File: src/rtl/id_ex_stage.sv
// id_ex_stage: ID/EX pipeline register with EX-stage operand forwarding,
// ALU control decode and load-use hazard detection.
// Optional feature macro: ID_EX_PERF_EN adds the bubble_count output.
module id_ex_stage #(
  parameter int unsigned DW = 32,
  parameter int unsigned RW = 5
) (
  input  logic          clk,
  input  logic          rst,
  input  logic          hold,
  input  logic          flush,
  input  logic          stall,
  input  logic          id_valid,
  input  logic [DW-1:0] id_rs_data,
  input  logic [DW-1:0] id_rt_data,
  input  logic [DW-1:0] id_imm,
  input  logic [RW-1:0] id_rs,
  input  logic [RW-1:0] id_rt,
  input  logic [RW-1:0] id_rd,
  input  logic [1:0]    id_alu_op,
  input  logic [5:0]    id_funct,
  input  logic          id_alu_src,
  input  logic          id_reg_dst,
  input  logic          id_reg_write,
  input  logic          id_mem_read,
  input  logic          id_mem_write,
  input  logic          id_mem_to_reg,
  input  logic          exmem_reg_write,
  input  logic [RW-1:0] exmem_rd,
  input  logic [DW-1:0] exmem_result,
  input  logic          memwb_reg_write,
  input  logic [RW-1:0] memwb_rd,
  input  logic [DW-1:0] memwb_result,
  output logic [DW-1:0] alu_in1,
  output logic [DW-1:0] alu_in2,
  output logic [3:0]    alu_control,
  output logic [DW-1:0] ex_store_data,
  output logic [RW-1:0] ex_dest,
  output logic          ex_valid,
  output logic          ex_reg_write,
  output logic          ex_mem_read,
  output logic          ex_mem_write,
  output logic          ex_mem_to_reg,
  output logic          load_use_hazard
`ifdef ID_EX_PERF_EN
  ,
  output logic [31:0]   bubble_count
`endif
);

  localparam logic [3:0] ALU_ADD = 4'b0010;
  localparam logic [3:0] ALU_SUB = 4'b0110;
  localparam logic [3:0] ALU_AND = 4'b0000;
  localparam logic [3:0] ALU_OR  = 4'b0001;
  localparam logic [3:0] ALU_SLT = 4'b0111;
  localparam logic [3:0] ALU_NOP = 4'b1111;

  typedef enum logic [1:0] {
    UPD_CAPTURE,
    UPD_HOLD,
    UPD_BUBBLE
  } upd_e;

  typedef struct packed {
    logic          valid;
    logic          reg_write;
    logic          mem_read;
    logic          mem_write;
    logic          mem_to_reg;
    logic          alu_src;
    logic [3:0]    alu_ctrl;
    logic [RW-1:0] dest;
    logic [RW-1:0] rs;
    logic [RW-1:0] rt;
    logic [DW-1:0] rs_data;
    logic [DW-1:0] rt_data;
    logic [DW-1:0] imm;
  } ex_regs_t;

  ex_regs_t ex_q, ex_d, bubble;
  upd_e     upd;
  logic [3:0] alu_ctrl_dec;
  logic [DW-1:0] fwd_a, fwd_b;

  // Bubble and reset share the same contents: no controls, cleared data, add.
  always_comb begin
    bubble          = '0;
    bubble.alu_ctrl = ALU_ADD;
  end

  // Update priority: flush > hold > stall > capture (rst handled in the flop).
  always_comb begin
    upd = UPD_CAPTURE;
    if (flush)      upd = UPD_BUBBLE;
    else if (hold)  upd = UPD_HOLD;
    else if (stall) upd = UPD_BUBBLE;
  end

  // ALU control decode from alu_op and funct.
  always_comb begin
    alu_ctrl_dec = ALU_ADD;
    unique case (id_alu_op)
      2'b00: alu_ctrl_dec = ALU_ADD;
      2'b01: alu_ctrl_dec = ALU_SUB;
      2'b11: alu_ctrl_dec = ALU_OR;
      default: begin
        case (id_funct)
          6'b100000: alu_ctrl_dec = ALU_ADD;
          6'b100010: alu_ctrl_dec = ALU_SUB;
          6'b100100: alu_ctrl_dec = ALU_AND;
          6'b100101: alu_ctrl_dec = ALU_OR;
          6'b101010: alu_ctrl_dec = ALU_SLT;
          default:   alu_ctrl_dec = ALU_NOP;
        endcase
      end
    endcase
  end

  // Next register contents.
  always_comb begin
    ex_d = ex_q;
    case (upd)
      UPD_BUBBLE: ex_d = bubble;
      UPD_HOLD:   ex_d = ex_q;
      default: begin
        ex_d.valid      = id_valid;
        ex_d.reg_write  = id_reg_write;
        ex_d.mem_read   = id_mem_read;
        ex_d.mem_write  = id_mem_write;
        ex_d.mem_to_reg = id_mem_to_reg;
        ex_d.alu_src    = id_alu_src;
        ex_d.alu_ctrl   = alu_ctrl_dec;
        ex_d.dest       = id_reg_dst ? id_rd : id_rt;
        ex_d.rs         = id_rs;
        ex_d.rt         = id_rt;
        ex_d.rs_data    = id_rs_data;
        ex_d.rt_data    = id_rt_data;
        ex_d.imm        = id_imm;
      end
    endcase
  end

  // ID/EX register with synchronous reset.
  always_ff @(posedge clk) begin
    if (rst) ex_q <= bubble;
    else     ex_q <= ex_d;
  end

  // Operand forwarding: EX/MEM beats MEM/WB; register 0 never forwarded.
  always_comb begin
    fwd_a = ex_q.rs_data;
    if (exmem_reg_write && exmem_rd != '0 && exmem_rd == ex_q.rs)
      fwd_a = exmem_result;
    else if (memwb_reg_write && memwb_rd != '0 && memwb_rd == ex_q.rs)
      fwd_a = memwb_result;
    fwd_b = ex_q.rt_data;
    if (exmem_reg_write && exmem_rd != '0 && exmem_rd == ex_q.rt)
      fwd_b = exmem_result;
    else if (memwb_reg_write && memwb_rd != '0 && memwb_rd == ex_q.rt)
      fwd_b = memwb_result;
  end

  // Output drive and load-use hazard detection.
  always_comb begin
    alu_in1         = fwd_a;
    alu_in2         = ex_q.alu_src ? ex_q.imm : fwd_b;
    ex_store_data   = fwd_b;
    alu_control     = ex_q.alu_ctrl;
    ex_dest         = ex_q.dest;
    ex_valid        = ex_q.valid;
    ex_reg_write    = ex_q.reg_write;
    ex_mem_read     = ex_q.mem_read;
    ex_mem_write    = ex_q.mem_write;
    ex_mem_to_reg   = ex_q.mem_to_reg;
    load_use_hazard = ex_q.valid && ex_q.mem_read && (ex_q.dest != '0) && id_valid &&
                      ((ex_q.dest == id_rs) ||
                       ((ex_q.dest == id_rt) && (!id_alu_src || id_mem_write)));
  end

`ifdef ID_EX_PERF_EN
  logic [31:0] bubble_count_q, bubble_count_d;

  // Count bubbles inserted by flush or stall; hold alone is not a bubble.
  always_comb begin
    bubble_count_d = bubble_count_q;
    if ((upd == UPD_BUBBLE) && (bubble_count_q != '1))
      bubble_count_d = bubble_count_q + 32'd1;
  end

  // Bubble counter register.
  always_ff @(posedge clk) begin
    if (rst) bubble_count_q <= '0;
    else     bubble_count_q <= bubble_count_d;
  end

  assign bubble_count = bubble_count_q;
`endif

endmodule
File: config.mk
export PLATFORM = sky130hd
export DESIGN_NAME = id_ex_stage
export DESIGN_NICKNAME = d
export VERILOG_FILES = /design/src/rtl/id_ex_stage.sv
export SDC_FILE = /design/constraint.sdc
export NUM_CORES = 1
export LEC_CHECK = 0
export ABC_AREA = 1
export CAP_MARGIN = 20
export CORE_AREA = 5 5 142 144
export CTS_BUF_LIST = sky130_fd_sc_hd__clkbuf_8
export CTS_CLUSTER_SIZE = 14
export DETAILED_ROUTE_END_ITERATION = 10
export DIE_AREA = 0 0 147 149
export GPL_TIMING_DRIVEN = 0
export PLACE_DENSITY = 0.84
export SETUP_SLACK_MARGIN = 0.3
export SYNTH_ARGS = -nofsm -noshare
export SYNTH_HDL_FRONTEND = slang
export SYNTH_SLANG_ARGS = --single-unit
export TNS_END_PERCENT = 50
File: constraint.sdc
create_clock -name clk -period 1.4 [get_ports clk]
set_input_delay 0.14 -clock clk [delete_from_list [all_inputs] [get_ports clk]]
set_output_delay 0.14 -clock clk [all_outputs]
set_load 0.01 [all_outputs]
## Word-level counts from Yosys, hierarchy flattened

Cells that the tools add are included.

| storage, ports and cells | value |
|---|---|
| logic and storage cells | 58 |
| output and inout port bits | 111 |
| register bits after elaboration | 121 |

| cells by class | value |
|---|---|
| muxes and demuxes | 12 |
| equal/unequal tests | 15 |
| reductions and logical operators | 18 |

Operators with widths:

| operator | count |
|---|---|
| one-hot mux 121 bit (2 select lines) | 1 |
| 2-to-1 mux 32 bit | 5 |
| == test 5 bit | 6 |
| == test 6 bit (second input constant) | 5 |
| one-hot mux 4 bit (5 select lines) | 1 |
| nonzero test 5 bit | 3 |
| one-hot mux 4 bit (3 select lines) | 1 |
| logical AND 1 bit | 11 |
| 2-to-1 mux 2 bit | 3 |
| 2-to-1 mux 5 bit | 1 |
| == test 2 x 1 -> 1 bit (second input constant) | 2 |
| == test 2 bit (second input constant) | 2 |
| zero test 2 bit | 1 |
| logical OR 1 bit | 2 |
| zero test 1 bit | 1 |

## Depth between registers and ports, before layout

Gate-level depths: netlist (run 1).

| depth | value |
|---|---|
| depth in word-level cells | 6 |
| depth in mapped cells | 11 |
| mapped depth without buffers | 10 |

## Worst setup path after synthesis (run 1)

No wires, ideal clock.

| path | value |
|---|---|
| path kind | register to output |
| from | register ex_q[101] (netlist bit) |
| to | output alu_in1[14] |
| arrival time | 1.345 ns |
| cell stages (with the launch flop) | 7 |
| path slack | -0.085 ns |
| path buffers | 1 |
| path through | dfxtp_1 > xnor2_1 > nand2_1 > nor3_2 > nand3_2 > clkbuf_1 > o21ai_0 |

| on the way | value |
|---|---|
| cells in the longest elaborated chain, start to end | 4 |
| elaborated cells between the ends (all ways) | 6 |
| those cells by class | eq/ne: 2; mux: 2; reduce/logical: 2 |

Ends and longest elaborated chain:

| item | line | source |
|---|---|---|
| start, declared | 80 | `ex_regs_t ex_q, ex_d, bubble;` |
| start signal, assigned | 145 | `if (rst) ex_q <= bubble;` |
| == test 5 bit | 154 | `else if (memwb_reg_write && memwb_rd != '0 && memwb_rd == ex_q.rs)` |
| logical AND 1 bit | 154 |  |
| 2-to-1 mux 32 bit | 154 |  |
| 2-to-1 mux 32 bit (*) | 152 | `if (exmem_reg_write && exmem_rd != '0 && exmem_rd == ex_q.rs)` |
| end, declared | 34 | `output logic [DW-1:0] alu_in1,` |

Every way passes the cells marked *; elsewhere a longest branch is shown, timed or not.

## Final worst setup path (run 1)

| path | value |
|---|---|
| from | register ex_q[104] (netlist bit) |
| to | output alu_in1[4] |

The elaborated chain is that of the path after synthesis.

==> impl_metrics.env, run 1 <==
export IMPL_synth_top_cell_by_area="dfxtp_1"
export IMPL_start_util_pct=39.3
export IMPL_timing_max_cap_violations=0
export IMPL_clock_latency_ps=460
export IMPL_grt_start_max_net_pins=17
export IMPL_finalMaxSlewViolations=0
export IMPL_num_antenna_cells=0
export IMPL_cts_made_buffers=17
export IMPL_syn_area_mm2=0.00731
export IMPL_post_synth_inst_count=1176
export IMPL_routedWlPerCell_um=21.7
export IMPL_die_h_um=149
export IMPL_regToRegSetupSlack_ps=460
export IMPL_grt_setup_unrepaired="yes"
export IMPL_yosys_register_bits=121
export IMPL_routabilityCongestion=0.941
export IMPL_worstPathMaxFanout=5
export IMPL_violations="negative setup slack"
export IMPL_clk_path_buf_depth=2
export IMPL_first_pass_grt_wire_length_mm=56.1
export IMPL_cellPowerDensity_mw_per_mm2=699
export IMPL_final_design_area_no_fill_mm2=0.0134
export IMPL_dpl_cell_area_mm2=0.0110
export IMPL_nNetsFinal=1768
export IMPL_min_period_ps=2310
export IMPL_top_register="ex_q"
export IMPL_post_synth_cell_area_avg_um2=6.22
export IMPL_flow_area_growth_from_synthesis_pct=83.8
export IMPL_die_area_mm2=0.0219
export IMPL_yosysUniqueCellTypes=33
export IMPL_fmaxAchievable_mhz=434
export IMPL_ctsHtreeMaxLevel=4
export IMPL_worst_hold_path_type="in2reg"
export IMPL_io_pins=318
export IMPL_timing_critical_path_arrival_ps=2170
export IMPL_worst_voltage_drop_across_the_vdd_grid_mv=0.578
export IMPL_timing_slew_headroom_pct=51.5
export IMPL_cts_reportedPaths_clkPinSlew_ps=80
export IMPL_detailedPlacementHpwl_mm=28.4
export IMPL_pre_cts_slack_ps=-1590
export IMPL_gr_usage_met3_pct=11.6
export IMPL_ratio_of_cells_with_drive_above_1_in_the_final_layout_pct=34.6
export IMPL_postLayoutCoreUtil_pct=72.3
export IMPL_ys_seq_area_share_pct=33.1
export IMPL_initialDrtViolationCount=779
export IMPL_mostFrequentLayoutCell="nand2_1"
export IMPL_drt_pass1_iter_count=5
export IMPL_result_of_the_run="complete, but fails checks"
export IMPL_routed_via_count=9895
export IMPL_critical_path_endpoint_type="output pin"
export IMPL_routed_wire_length_mm=39.3
export IMPL_setup_viol=97
export IMPL_hold_buffers=0
export IMPL_grt_pass1_vias=9801
export IMPL_globalRouteMet2Util_pct=56.5
export IMPL_place_port_buffers=315
export IMPL_yosys_warnings=0
export IMPL_chipWidth_um=147
export IMPL_largest_register_ffs=107
export IMPL_finalCritPeriodShare_pct=165
export IMPL_synth_area_leaders="dfxtp_1 33%, nand2_1 20%, nand3_1 11%"
export IMPL_grt_overflow_total=0
export IMPL_antenna_found_initial=1
export IMPL_total_power_mw=9.39
export IMPL_final_cell_mix="334 x nand2_1, 192 x clkdlybuf4s50_1, 114 x inv_1"
export IMPL_final_cell_count_no_fill=1807
export IMPL_global_route_usage_total_pct=33.6
export IMPL_fin_worst_hold_slack_ps=61.2
export IMPL_hold_viol_final=0
export IMPL_dpl_cell_count=1725
export IMPL_tritoncts="done"
export IMPL_power_leakage_nw=5.92
export IMPL_met1_use_gr_pct=38.8
export IMPL_critical_path_required_ps=1260
export IMPL_setup_tns_ps=-81740
export IMPL_final_worst_setup_slack_ps=-907
export IMPL_finalClockSkew_ps=0
export IMPL_clock_sinks=121
export IMPL_antenna_left=0
export IMPL_std_cell_rows=50
export IMPL_worst_pin_slew_ps=728
export IMPL_worst_setup_path_type="reg2out"
export IMPL_route_detailed_drc=0
export IMPL_cts_root_buffer="clkbuf_8"
export IMPL_startpoint_type="flop"
export IMPL_vias_per_cell=5.48
export IMPL_grt_busiest_layer="met2"
export IMPL_core_area_mm2=0.0186
export IMPL_portion_of_synthesized_cell_area_occupied_by_the_leading_cell_type_pct=33.1
export IMPL_synthesized_netlist_net_count=1383
worst paths after layout:
path / to / startpoint / cells past startpoint
hold / removal: ex_q[80] / rst / 2
setup reg to reg: ex_q[115] / ex_q[115] / 3
setup / recovery: alu_in1[4] / ex_q[104] / 9
hold reg to reg: ex_q[18] / ex_q[18] / 2
final cells by class:
| class | instances | area [um^2] |
|---|---|---|
| Multi-Input combinational cell | 845 | 5300 |
| Fill cell | 1478 | 5150 |
| Timing Repair Buffer | 366 | 3670 |
| Sequential cell | 121 | 2470 |
| Buffer | 90 | 803 |
| Inverter | 120 | 458 |
| Tap cell | 234 | 293 |
| Clock buffer | 19 | 262 |
| Clock inverter | 12 | 173 |
critical path: stages, from the launching register on:
cell,delay (ps)
dfxtp_4,370
xor2_2,170
nor3_2,180
buf_4,160
nand3_4,130
buf_8,210
clkbuf_16,170
nand3_4,100
o21ai_2,70
buf_2,140
what timing repair did:
| action | CTS | global route |
|---|---|---|
| cloned | 8 | 4 |
| resized for setup | 690 | 274 |
| buffers inserted | 34 | 6 |
| endpoints found under the setup margin | 232 | 231 |
| pin swaps | 43 | 39 |
layer usage:
| metal | wire length (um) | vias up |
|---|---|---|
| li1 | - | 4556 |
| met1 | 14600 | 4571 |
| met2 | 18300 | 624 |
| met3 | 4290 | 142 |
| met4 | 2030 | 2 |
| met5 | 13 | - |
report_power, final:
| part | internal, mW | switching (mW) | total [mW] |
|---|---|---|---|
| registers | 3.50 | 0.0570 | 3.56 |
| clock network | 2.02 | 1.52 | 3.54 |
| logic | 1.15 | 1.14 | 2.30 |
| total | 6.67 | 2.72 | 9.39 |
cell usage after synthesis:
master / n
xor2_1: 12
buf_6: 6
clkbuf_1: 37
o21ai_1: 11
nand2_4: 1
nand4_1: 35
buf_2: 32
a21oi_1: 124
buf_1: 4
nor4_1: 3
mux2_2: 1
nand2_1: 388
xnor2_1: 11
o21ai_0: 27
dfxtp_1: 121
nand3_2: 2
or2_2: 2
nor3_4: 1
buf_4: 12
nor3_1: 2
nor3_2: 2
nand3b_1: 1
o2111ai_1: 2
nor2_1: 15
inv_2: 1
o22ai_1: 2
nand3_1: 164
inv_1: 119
and2_1: 32
o41ai_1: 1
o21ai_2: 1
and3_1: 1
nor2_2: 3
cell families (layout without fill, tap and decap cells):
logic type,after synthesis,count (layout),synth area share (%)
DFF,121,121,33.1
and+or+nand+nor,652,653,39.6
buffers and inverters,211,607,12.6
muxes,1,1,0.154
AOI/OAI and AO/OA,168,168,11.7
xor gates and xnor gates,23,23,2.76
Power figures use the tool's default switching activity.
==> run 2: changes to the inputs <==
--- a/config.mk
+++ b/config.mk
@@ -13,8 +13,9 @@
 export DETAILED_ROUTE_END_ITERATION = 10
 export DIE_AREA = 0 0 147 149
 export GPL_TIMING_DRIVEN = 0
-export PLACE_DENSITY = 0.84
+export PLACE_DENSITY = 0.88
 export SETUP_SLACK_MARGIN = 0.3
+export SKIP_CTS_REPAIR_TIMING = 1
 export SYNTH_ARGS = -nofsm -noshare
 export SYNTH_HDL_FRONTEND = slang
 export SYNTH_SLANG_ARGS = --single-unit
==> impl_metrics.env, run 2 (synthesis results as in run 1) <==
export IMPL_grt_setup_unrepaired="yes"
export IMPL_clock_sinks=121
export IMPL_num_antenna_cells=0
export IMPL_worst_pin_slew_ps=747
export IMPL_final_cell_count_no_fill=1791
export IMPL_grt_pass1_vias=9244
export IMPL_hold_viol_final=0
export IMPL_critical_path_endpoint_type="output pin"
export IMPL_worst_hold_path_type="in2reg"
export IMPL_postLayoutCoreUtil_pct=69.1
export IMPL_power_leakage_nw=5.74
export IMPL_fin_worst_hold_slack_ps=89.3
export IMPL_worst_voltage_drop_across_the_vdd_grid_mv=0.494
export IMPL_largest_register_ffs=107
export IMPL_grt_overflow_total=0
export IMPL_antenna_left=0
export IMPL_routedWlPerCell_um=21.2
export IMPL_min_period_ps=2330
export IMPL_ctsHtreeMaxLevel=4
export IMPL_die_area_mm2=0.0219
export IMPL_timing_critical_path_mode_cell="buf_6"
export IMPL_routed_via_count=9734
export IMPL_io_pins=318
export IMPL_cts_made_buffers=17
export IMPL_regToRegSetupSlack_ps=400
export IMPL_top_register="ex_q"
export IMPL_startpoint_type="flop"
export IMPL_dpl_cell_area_mm2=0.0110
export IMPL_tritoncts="done"
export IMPL_mostFrequentLayoutCell="nand2_1"
export IMPL_vias_per_cell=5.43
export IMPL_timing_critical_path_buf_inv=4
export IMPL_depth_of_the_critical_timing_path_with_buffers_and_inverters_included=11
export IMPL_cts_root_buffer="clkbuf_8"
export IMPL_clk_path_buf_depth=2
export IMPL_global_route_usage_total_pct=31.0
export IMPL_grt_start_max_net_pins=17
export IMPL_chipWidth_um=147
export IMPL_pre_cts_slack_ps=-1620
export IMPL_routed_wire_length_mm=38.0
export IMPL_dpl_cell_count=1725
export IMPL_path_cells="xnor2_2, nand2_2, nor2_4, buf_6, nand3_4, buf_6, buf_12, nand2_1, nand3_2, and2_4, buf_6"
export IMPL_critPathSlowestCell="dfxtp_4"
export IMPL_cts_reportedPaths_clkPinSlew_ps=80
export IMPL_worstPathMaxFanout=10
export IMPL_violations="negative setup slack"
export IMPL_timing_max_cap_violations=0
export IMPL_timing_critical_path_arrival_ps=2190
export IMPL_ratio_of_cells_with_drive_above_1_in_the_final_layout_pct=28.3
export IMPL_nNetsFinal=1751
export IMPL_finalClockSkew_ps=0
export IMPL_setup_viol=111
export IMPL_fmaxAchievable_mhz=429
export IMPL_final_design_area_no_fill_mm2=0.0128
export IMPL_flow_area_growth_from_synthesis_pct=75.8
export IMPL_clock_latency_ps=450
export IMPL_cellPowerDensity_mw_per_mm2=712
export IMPL_final_cell_mix="337 x nand2_1, 214 x clkdlybuf4s50_1, 121 x a21oi_1"
export IMPL_routabilityCongestion=0.940
export IMPL_setup_tns_ps=-84640
export IMPL_critical_path_required_ps=1260
export IMPL_detailedPlacementHpwl_mm=28.3
export IMPL_cpPeakStageDelay_ps=370
export IMPL_total_power_mw=9.15
export IMPL_critical_path_top_delay_family="simple AND/OR/NAND/NOR gates"
export IMPL_first_pass_grt_wire_length_mm=52.0
export IMPL_drt_pass1_iter_count=7
export IMPL_antenna_found_initial=0
export IMPL_timing_reg2reg_worst_path_depth=3
export IMPL_final_worst_setup_slack_ps=-928
export IMPL_die_h_um=149
export IMPL_start_util_pct=39.3
export IMPL_worst_setup_path_type="reg2out"
export IMPL_finalMaxSlewViolations=0
export IMPL_min_path_cells=2
export IMPL_timing_slew_headroom_pct=50.2
export IMPL_place_port_buffers=315
export IMPL_initialDrtViolationCount=708
export IMPL_core_area_mm2=0.0186
export IMPL_finalCritPeriodShare_pct=166
export IMPL_std_cell_rows=50
export IMPL_route_detailed_drc=0
export IMPL_result_of_the_run="complete, but fails checks"
==> run 2: where the power goes <==
group / switching [mW] / internal, mW / leakage (nW)
sequential: 0.0508 / 3.51 / 0.986
combinational: 1.09 / 1.07 / 4.54
clock: 1.54 / 1.89 / 0.208
==> run 2: worst paths after layout <==
path,startpoint,to
worst min register to register,ex_q[9],ex_q[9]
worst min-delay path,rst,ex_q[95]
worst max-delay path,ex_q[96],ex_store_data[4]
worst max register to register,ex_q[115],ex_q[115]
==> run 2: worst register-to-register path, stage by stage (launching register included) <==
cell      delay, ps
dfxtp_1         320
clkbuf_2        370
nand2_1         100
a21oi_1         150
==> run 2: final cells by class <==
class	count	area, um^2
inverter	120	464
timing repair buffer	350	3450
buffer	90	712
fill	1534	5730
clock buffer	20	275
tap	234	293
clock inverter	12	148
multi-input combinational	844	5060
sequential	121	2440
==> run 2: metal layers <==
| layer | routed length [um] | up-vias | GRT usage [%] | part of all wire, % |
|---|---|---|---|---|
| met3 | 4180 | 130 | 9.78 | 11 |
| met2 | 17800 | 574 | 53.7 | 47 |
| met4 | 2010 | 0 | 12.7 | 5.3 |
| met1 | 14000 | 4504 | 35.5 | 37 |
| li1 | - | 4526 | - | - |
| met5 | 0 | - | 0 | 0 |
